## src/rtl/inference_check_pkg.sv

```systemverilog
// Shared constants for the on-board inference check scheduler.
// Holds the FSM encoding, the output vector width and the phase-end helper.
package inference_check_pkg;

    localparam int OUT_W         = 32'd80;
    localparam int CNT_W_DEFAULT = 32'd16;

    typedef logic [2:0] state_t;

    localparam state_t S_IDLE  = 3'd0;
    localparam state_t S_START = 3'd1;
    localparam state_t S_WAIT  = 3'd2;
    localparam state_t S_CHECK = 3'd3;
    localparam state_t S_HOLD  = 3'd4;
    localparam state_t S_GAP   = 3'd5;

    // A zero-length phase still occupies one cycle, so len == 0 counts as last.
    function automatic logic is_last(input logic [31:0] timer, input logic [31:0] len);
        return (len == 32'd0) || (timer == (len - 32'd1));
    endfunction

endpackage

```

## src/rtl/sat_counter.sv

```systemverilog
// Statistics counter that sticks at all-ones instead of wrapping.
module sat_counter #(
    parameter int W = 32'd16
) (
    input  logic         clk,
    input  logic         rst_n,
    input  logic         inc,
    output logic [W-1:0] q
);

    localparam logic [W-1:0] ONE = {{(W-1){1'b0}}, 1'b1};
    localparam logic [W-1:0] MAX = {W{1'b1}};

    // Count qualifying events, saturating at the maximum value.
    always_ff @(posedge clk or negedge rst_n) begin
        if (!rst_n) begin
            q <= '0;
        end else if (inc && (q != MAX)) begin
            q <= q + ONE;
        end else begin
            q <= q;
        end
    end

endmodule

```

## src/rtl/inference_check_scheduler.sv

```systemverilog
// Repeats network inference runs, checks each result against the golden vector,
// shows the outcome on active-low LEDs and keeps saturating run statistics.
module inference_check_scheduler
    import inference_check_pkg::*;
#(
    parameter logic [OUT_W-1:0] MODEL_OUTPUT = 80'h1D471500200000B00037,
    parameter int unsigned      FREQUENCY    = 32'd50000000,
    parameter int unsigned      RUN_GAP      = 32'd25000000,
    parameter int unsigned      TIMEOUT      = 32'd1000000,
    parameter int               CNT_W        = CNT_W_DEFAULT
) (
    input  logic             clk,
    input  logic             rst_n,
    input  logic             enable,
    output logic             net_start,
    input  logic             net_done,
    input  logic [OUT_W-1:0] din,
    output logic             pass_led,
    output logic             fail_led,
    output logic             busy,
    output logic [CNT_W-1:0] pass_cnt,
    output logic [CNT_W-1:0] fail_cnt,
    output logic [CNT_W-1:0] timeout_cnt
);

    state_t             state_r;
    state_t             next_state_s;
    logic [31:0]        timer_r;
    logic [OUT_W-1:0]   result_r;
    logic               pass_led_s;
    logic               fail_led_s;
    logic               pass_inc_s;
    logic               fail_inc_s;
    logic               timeout_inc_s;
    logic               match_s;

    // Next-state, LED and counter-increment decisions.
    always_comb begin
        next_state_s  = state_r;
        pass_led_s    = pass_led;
        fail_led_s    = fail_led;
        pass_inc_s    = 1'b0;
        fail_inc_s    = 1'b0;
        timeout_inc_s = 1'b0;
        match_s       = (result_r == MODEL_OUTPUT);
        case (state_r)
            S_IDLE: begin
                if (enable) begin
                    next_state_s = S_START;
                end else begin
                    next_state_s = S_IDLE;
                end
            end
            S_START: begin
                next_state_s = S_WAIT;
            end
            S_WAIT: begin
                // A done strobe on the timeout cycle takes priority.
                if (net_done) begin
                    next_state_s = S_CHECK;
                end else if (is_last(timer_r, TIMEOUT)) begin
                    next_state_s  = S_HOLD;
                    timeout_inc_s = 1'b1;
                    pass_led_s    = 1'b1;
                    fail_led_s    = 1'b0;
                end else begin
                    next_state_s = S_WAIT;
                end
            end
            S_CHECK: begin
                next_state_s = S_HOLD;
                if (match_s) begin
                    pass_inc_s = 1'b1;
                    pass_led_s = 1'b0;
                    fail_led_s = 1'b1;
                end else begin
                    fail_inc_s = 1'b1;
                    pass_led_s = 1'b1;
                    fail_led_s = 1'b0;
                end
            end
            S_HOLD: begin
                if (is_last(timer_r, FREQUENCY)) begin
                    next_state_s = S_GAP;
                    pass_led_s   = 1'b1;
                    fail_led_s   = 1'b1;
                end else begin
                    next_state_s = S_HOLD;
                end
            end
            S_GAP: begin
                if (is_last(timer_r, RUN_GAP)) begin
                    next_state_s = enable ? S_START : S_IDLE;
                end else begin
                    next_state_s = S_GAP;
                end
            end
            default: begin
                next_state_s = S_IDLE;
                pass_led_s   = 1'b1;
                fail_led_s   = 1'b1;
            end
        endcase
    end

    // State, shared phase timer, captured result and registered outputs.
    always_ff @(posedge clk or negedge rst_n) begin
        if (!rst_n) begin
            state_r   <= S_IDLE;
            timer_r   <= 32'd0;
            result_r  <= '0;
            net_start <= 1'b0;
            busy      <= 1'b0;
            pass_led  <= 1'b1;
            fail_led  <= 1'b1;
        end else begin
            state_r <= next_state_s;
            if ((next_state_s != state_r) || (state_r == S_IDLE)) begin
                timer_r <= 32'd0;
            end else begin
                timer_r <= timer_r + 32'd1;
            end
            if ((state_r == S_WAIT) && net_done) begin
                result_r <= din;
            end else begin
                result_r <= result_r;
            end
            net_start <= (next_state_s == S_START);
            busy      <= (next_state_s == S_WAIT);
            pass_led  <= pass_led_s;
            fail_led  <= fail_led_s;
        end
    end

    sat_counter #(.W(CNT_W)) u_pass_cnt (
        .clk   (clk),
        .rst_n (rst_n),
        .inc   (pass_inc_s),
        .q     (pass_cnt)
    );

    sat_counter #(.W(CNT_W)) u_fail_cnt (
        .clk   (clk),
        .rst_n (rst_n),
        .inc   (fail_inc_s),
        .q     (fail_cnt)
    );

    sat_counter #(.W(CNT_W)) u_timeout_cnt (
        .clk   (clk),
        .rst_n (rst_n),
        .inc   (timeout_inc_s),
        .q     (timeout_cnt)
    );

endmodule

```

## config.mk

```make
export PLATFORM = sky130hd
export DESIGN_NAME = inference_check_scheduler
export DESIGN_NICKNAME = d
export VERILOG_FILES = /design/src/rtl/inference_check_pkg.sv /design/src/rtl/sat_counter.sv /design/src/rtl/inference_check_scheduler.sv
export SDC_FILE = /design/constraint.sdc
export NUM_CORES = 1
export LEC_CHECK = 0
export ABC_AREA = 1
export CORE_MARGIN = 2
export CORE_UTILIZATION = 41
export CTS_CLUSTER_SIZE = 8
export DETAILED_ROUTE_END_ITERATION = 16
export DONT_BUFFER_PORTS = 1
export GPL_TIMING_DRIVEN = 0
export PLACE_DENSITY = 0.63
export SYNTH_ARGS = -nofsm -noshare
export SYNTH_HDL_FRONTEND = slang
export SYNTH_SLANG_ARGS = --single-unit
export TNS_END_PERCENT = 1
```

## constraint.sdc

```tcl
create_clock -name clk -period 3.8 [get_ports clk]
set_input_delay 0.57 -clock clk [delete_from_list [all_inputs] [get_ports clk]]
set_output_delay 0.57 -clock clk [all_outputs]
set_load 0.005 [all_outputs]
```

==> results of run 1 <==
==> metal layers <==
| metal | global-route usage, % | vias to the layer above |
|---|---|---|
| li1 | - | 3631 |
| met1 | 25.3 | 3324 |
| met2 | 29.7 | 188 |
| met3 | 6.82 | 27 |
| met4 | 6.08 | 0 |
| met5 | 0 | - |
==> final timing paths <==
kind                                    from                to  slack, ns
worst max-delay path            result_r[29]  u_pass_cnt.q[13]       1.70
min in group clk                      din[4]       result_r[4]       0.24
max in group asynchronous              rst_n          pass_led       3.62
worst min-delay path                   rst_n       timer_r[30]      -0.17
worst min register to register    timer_r[0]        timer_r[0]       0.47
worst max register to register  result_r[29]  u_pass_cnt.q[13]       1.70
==> cell families (layout without fill, tap and decap cells) <==
group / count (synthesis) / count (layout) / share of synthesized area (%)
AOI/OAI and AO/OA: 20 / 20 / 1.14
DFF: 167 / 167 / 47.5
adders and majority gates: 4 / 4 / 0.568
and+or+nand+nor: 760 / 760 / 38.0
xor gates and xnor gates: 69 / 69 / 6.86
buffers and inverters: 120 / 152 / 5.93
==> sequential cells by signal (all words and copies together), names as in the netlist <==
| signal | flops |
|---|---|
| net_start | 1 |
| result_r | 80 |
| fail_led | 1 |
| u_timeout_cnt.q | 16 |
| pass_led | 1 |
| u_fail_cnt.q | 16 |
| busy | 1 |
| u_pass_cnt.q | 16 |
| timer_r | 32 |
| state_r | 3 |
==> cell type report <==
| class | instances | area, um^2 | area share (%) |
|---|---|---|---|
| Inverter | 87 | 327 | 3.34 |
| Tap cell | 275 | 344 | 3.52 |
| Multi-Input combinational cell | 853 | 4100 | 42.0 |
| Buffer | 33 | 195 | 2.00 |
| Sequential cell | 167 | 4180 | 42.8 |
| Clock buffer | 17 | 425 | 4.35 |
| Clock inverter | 15 | 196 | 2.01 |
==> cell usage after synthesis, types with 2 or more instances <==
master / instances
buf_8: 3
clkbuf_1: 12
ha_1: 4
buf_2: 15
nor3b_1: 2
nor2_1: 119
inv_1: 80
xor2_1: 48
nand2_2: 3
nand2_4: 3
xnor2_1: 21
nor3_1: 36
nand2_1: 432
a21oi_1: 2
inv_2: 7
nor2_4: 3
nor3_2: 2
nand3_1: 68
nor2_2: 35
o21ai_0: 18
nand4_1: 46
buf_6: 2
nand3_2: 5
dfstp_2: 2
dfrtp_1: 165
==> worst max-delay path, cell delays in order, from the launching register on <==
cell and delay (ns):
dfrtp_1 0.38, nor2_1 0.11, nand2_1 0.05, nor2_1 0.11
nand2_1 0.08, nor2_1 0.29, nand2_1 0.15, nor2_4 0.20
nand3_2 0.20, buf_2 0.27, nand2_1 0.08, nand2_1 0.05
==> through the flow <==
| step | setup WS [ns] | total power (uW) | area (um^2) | hold slack [ns] |
|---|---|---|---|---|
| final | 1.70 | 3660 | 9770 | -0.169 |
| after global routing | 1.50 | 3800 | 9770 | -0.198 |
| after CTS | 1.67 | 3710 | 9770 | -0.188 |
| after detailed placement | 1.70 | 1940 | 9150 | 0.287 |
| after global placement | 1.74 | 1930 | 9150 | 0.287 |
| after floorplan | 2.12 | 1920 | 8800 | 0.274 |
==> power groups by stage <==
stage | clock network (uW) | logic [uW] | registers, uW
after floorplan | 0 | 48.2 | 1870
after global placement | 0 | 55.8 | 1880
after detailed placement | 0 | 58.6 | 1880
after CTS | 1810 | 58.7 | 1840
after global routing | 1880 | 70.1 | 1850
final | 1760 | 57.1 | 1840
==> impl_metrics.json, run 1 <==
{
  "grt_max_degree": 168,
  "antenna_cells": 0,
  "power_density_nw_per_um2": 375,
  "max_freq_mhz": 477,
  "syn_to_final_growth_pct": 11.0,
  "yosysTopAreaCell": "dfrtp_1",
  "slew_headroom_pct": 63.4,
  "antenna_found_initial": 0,
  "crit_fanout": 10,
  "drt-vias-per-instance": 4.96,
  "wl_per_cell_um": 14.4,
  "end_kind": "flip-flop",
  "root_buffer": "clkbuf_16",
  "ant_nets": 0,
  "setup_violations": 0,
  "finClkSkew_ns": 0.0152,
  "most-common-layout-cells": "432 x nand2_1, 165 x dfrtp_1, 119 x nor2_1",
  "synth_flop_cell": "dfrtp_1",
  "timing.setup.tns_ns": 0,
  "syn-num-nets": 1228,
  "post-route-min-period_ns": 2.10,
  "whs_ns": -0.169,
  "clk_pin_slew_ns": 0.08,
  "path_class": "reg -> reg",
  "drt_first_iter_violations": 398,
  "post_cts_buffers": 0,
  "netSwitchingPower_uw": 917,
  "fin_nets": 1247,
  "ys_ff_latch": 167,
  "swShare_pct": 25.0,
  "grt_first_pass_wirelength_um": 34500,
  "num-fill-cells": 2099,
  "placementRows": 53,
  "io_buffers": 0,
  "drt-total-wl_um": 20800,
  "hpwl_um": 15400,
  "synth_cells": 1140,
  "die_w_um": 151,
  "start_kind": "flip-flop",
  "final_util_pct": 46.5,
  "clockPowerShare_pct": 48.2,
  "dr_wl_met2_um": 9320,
  "finalHoldViolations": 165,
  "fin_crit_sh_pct": 55.2,
  "violations": "negative hold slack",
  "internal_power_uw": 2750,
  "synthArstFlopShare_pct": 100,
  "grt_pass1_vias": 7046,
  "drv_slew": 0,
  "drive_gt1_share_pct": 9.98,
  "crit_arrival_ns": 2.42,
  "status": "complete, but fails checks",
  "maxCapViolations": 0,
  "synthTopCellsByArea": "dfrtp_1 47%, nand2_1 18%, nor2_1 5.1%, xor2_1 4.8%, nand3_1 3.9%",
  "clock_latency_ns": 0.44,
  "drt-pass1-iter-count": 5,
  "synth_warnings": 0,
  "power_frac_comb_pct": 1.6,
  "place_inst": 1415,
  "synth_area_um2": 8800,
  "cts.sinks": 167,
  "grt_usage_pct": 19.2,
  "clockBufferDepth": 2,
  "grt_remaining_overflow": 0,
  "avgSynthCellArea_um2": 7.72,
  "r2r_cells": 11,
  "instances_no_fill": 1447,
  "layout_commonest_cell": "nand2_1",
  "fp.dieArea_um2": 22700,
  "numCtsBuffers": 17,
  "htreeDepth": 4,
  "die_h_um": 151,
  "p_leak_uw": 0.00463,
  "yosysTopAreaCellShare_pct": 46.9,
  "synth_edf_count": 0,
  "seq_area_frac_synth_pct": 47.5,
  "ys_types": 32,
  "tightest_slew_ns": 0.547,
  "wl_met1_um": 9380,
  "rsz0062_at_grt": "false",
  "hold_path.class": "in -> async",
  "gp_congestion": 0.951,
  "drc": 0,
  "ir_worst_vdd_v": 0.000290,
  "crit_required_ns": 4.13,
  "initial_utilization_pct": 41.9,
  "ctsResizeCount": 0,
  "core_area_um2": 21000,
  "cts_tree": "yes",
  "ios": 136,
  "seq_power_share_pct": 50.3,
  "num_vias": 7170,
  "routed.top_layer": "met4",
  "wl_met3_um": 1730
}
(Power assumes the default switching activity.)
==> run 2: changes to the inputs <==
- clock period: 3.8 -> 2.1 ns (I/O delays scaled with it)
==> run 2 against run 1 <==
  * The run still ends with negative hold slack left
  * Via count rose by 4.0%
  * Core utilization is 3.6 points higher
  * Sequential cell count stayed put
  * Non-clock buffer count grew 71
  * Maximum frequency grew 4.5%
  * Routed wire length is 4.6% higher
  * First-iteration DRC count unchanged
  * Hold slack worse by 0.27 ns
  * Global-route usage grew 0.86 points
  * Critical path type unchanged
==> impl_metrics.json, run 2 (synthesis gave the netlist of run 1 again) <==
{
  "top_regs": "result_r: 80 flops, timer_r: 32 flops",
  "dpl_cell_area_um2": 9150,
  "fin_area_um2": 10500,
  "finalHoldViolations": 167,
  "cts_hold_buf": 71,
  "core_area_um2": 21000,
  "most-common-layout-cells": "432 x nand2_1, 162 x dfrtp_1, 117 x nor2_1",
  "initial_utilization_pct": 41.9,
  "hold_path.class": "in -> async",
  "clockBufferDepth": 2,
  "path_class": "reg -> reg",
  "status": "complete, but fails checks",
  "max_freq_mhz": 499,
  "drt_first_iter_violations": 398,
  "power.total_uw": 6760,
  "ir_worst_vdd_v": 0.000527,
  "rsz0062_at_grt": "true",
  "setup_violations": 0,
  "hpwl_um": 15400,
  "io_buffers": 0,
  "crit_required_ns": 2.43,
  "fp.dieArea_um2": 22700,
  "largest_reg_flops": 80,
  "grt_first_pass_wirelength_um": 36200,
  "largest_register": "result_r",
  "crit_arrival_ns": 2.33,
  "whs_ns": -0.438,
  "fin_crit_sh_pct": 95.5,
  "grt_usage_pct": 20.1,
  "syn_to_final_growth_pct": 19.5,
  "final_util_pct": 50.0,
  "ant_nets": 0,
  "end_kind": "flip-flop",
  "placementRows": 53,
  "clk_pin_slew_ns": 0.08,
  "htreeDepth": 4,
  "start_kind": "flip-flop",
  "drt-total-wl_um": 21800,
  "multi_input_area_um2": 4140,
  "violations": "negative hold slack",
  "post_cts_buffers": 0,
  "finClkSkew_ns": 0.0229,
  "crit_fanout": 10,
  "numCtsBuffers": 17,
  "grt_pass1_vias": 7496,
  "gp_congestion": 0.951,
  "ios": 136,
  "num_vias": 7460,
  "die_w_um": 151,
  "drt-vias-per-instance": 4.91,
  "clock_latency_ns": 0.44,
  "post-route-min-period_ns": 2.00,
  "root_buffer": "clkbuf_16",
  "slew_headroom_pct": 64.7,
  "grt_remaining_overflow": 0,
  "cts.sinks": 167,
  "drive_gt1_share_pct": 9.90,
  "grt_max_degree": 168,
  "cts_tree": "yes",
  "wl_per_cell_um": 14.3,
  "num-fill-cells": 1972,
  "tightest_slew_ns": 0.526,
  "die_h_um": 151,
  "drc": 0,
  "setup_ws_ns": 0.0953,
  "power_density_nw_per_um2": 642,
  "antenna_cells": 0,
  "place_ws_ns": 0.000520,
  "fin_nets": 1318,
  "regArea_um2": 4190,
  "maxCapViolations": 0,
  "drv_slew": 0,
  "drt-pass1-iter-count": 5,
  "p_leak_uw": 0.00492,
  "layout_commonest_cell": "nand2_1",
  "antenna_found_initial": 0
}
==> run 2: cell types whose count changed in the layout (fill, tap and decap cells not counted), sizes merged <==
cell / delta
dlygate4sd3: +71
==> run 2: where the power goes <==
part           internal, uW  leakage, uW  switching (uW)
logic                   132      0.00244            86.6
registers              3300      0.00218            38.4
clock network          1630     0.000299            1570
total                  5060      0.00492            1700
==> run 2: critical path, stage by stage, from the launching register on <==
cell and delay (ns):
dfrtp_1 0.39, nor2_1 0.13, nand2_1 0.07, nor2_1 0.11, nand2_1 0.10, nor2_1 0.21, nand2_1 0.13, nor2_4 0.19
nand3_2 0.20, buf_2 0.26, nand2_1 0.07, nand2_1 0.05
==> run 2: worst paths after layout <==
path | start | endpoint | slack (ns) | depth (start not counted)
hold reg to reg | timer_r[0] | timer_r[0] | 0.47 | 1
setup reg to reg | result_r[33] | u_pass_cnt.q[11] | 0.1 | 11
hold / removal | rst_n | timer_r[30] | -0.44 | 0
setup / recovery | result_r[33] | u_pass_cnt.q[11] | 0.1 | 11
max in group asynchronous | rst_n | pass_led | 2.23 | 0
min in group clk | din[15] | result_r[15] | 0.01 | 2
==> run 2: cell type report <==
type                            instances  share of cell area, %
Inverter                               87                   3.10
Clock buffer                           17                   4.04
Clock inverter                         15                   1.87
Multi-Input combinational cell        853                   39.3
Buffer                                 33                   1.86
Sequential cell                       167                   39.8
Timing Repair Buffer                   71                   6.76
Tap cell                              275                   3.27
==> run 2: layer usage <==
metal / track usage (%) / wire length [um]
met3: 5.67 / 1320
met1: 26.3 / 9950
met4: 6.08 / 352
met2: 32.4 / 10100
met5: 0 / 0
==> run 2: repair_timing <==
item / 4_1_cts / 5_1_grt
pin swaps: 0 / 1
endpoints found under the hold margin: 238 / 167
endpoints found under the setup margin: 18 / 111
resized for setup: 1 / 9
==> run 2: metrics by stage <==
stage / setup TNS [ns] / cells
final: 0 / 1518
after global placement: 0 / 1415
after CTS: 0 / 1518
after global routing: -0.897 / 1518
after floorplan: 0 / 1140
after detailed placement: 0 / 1415
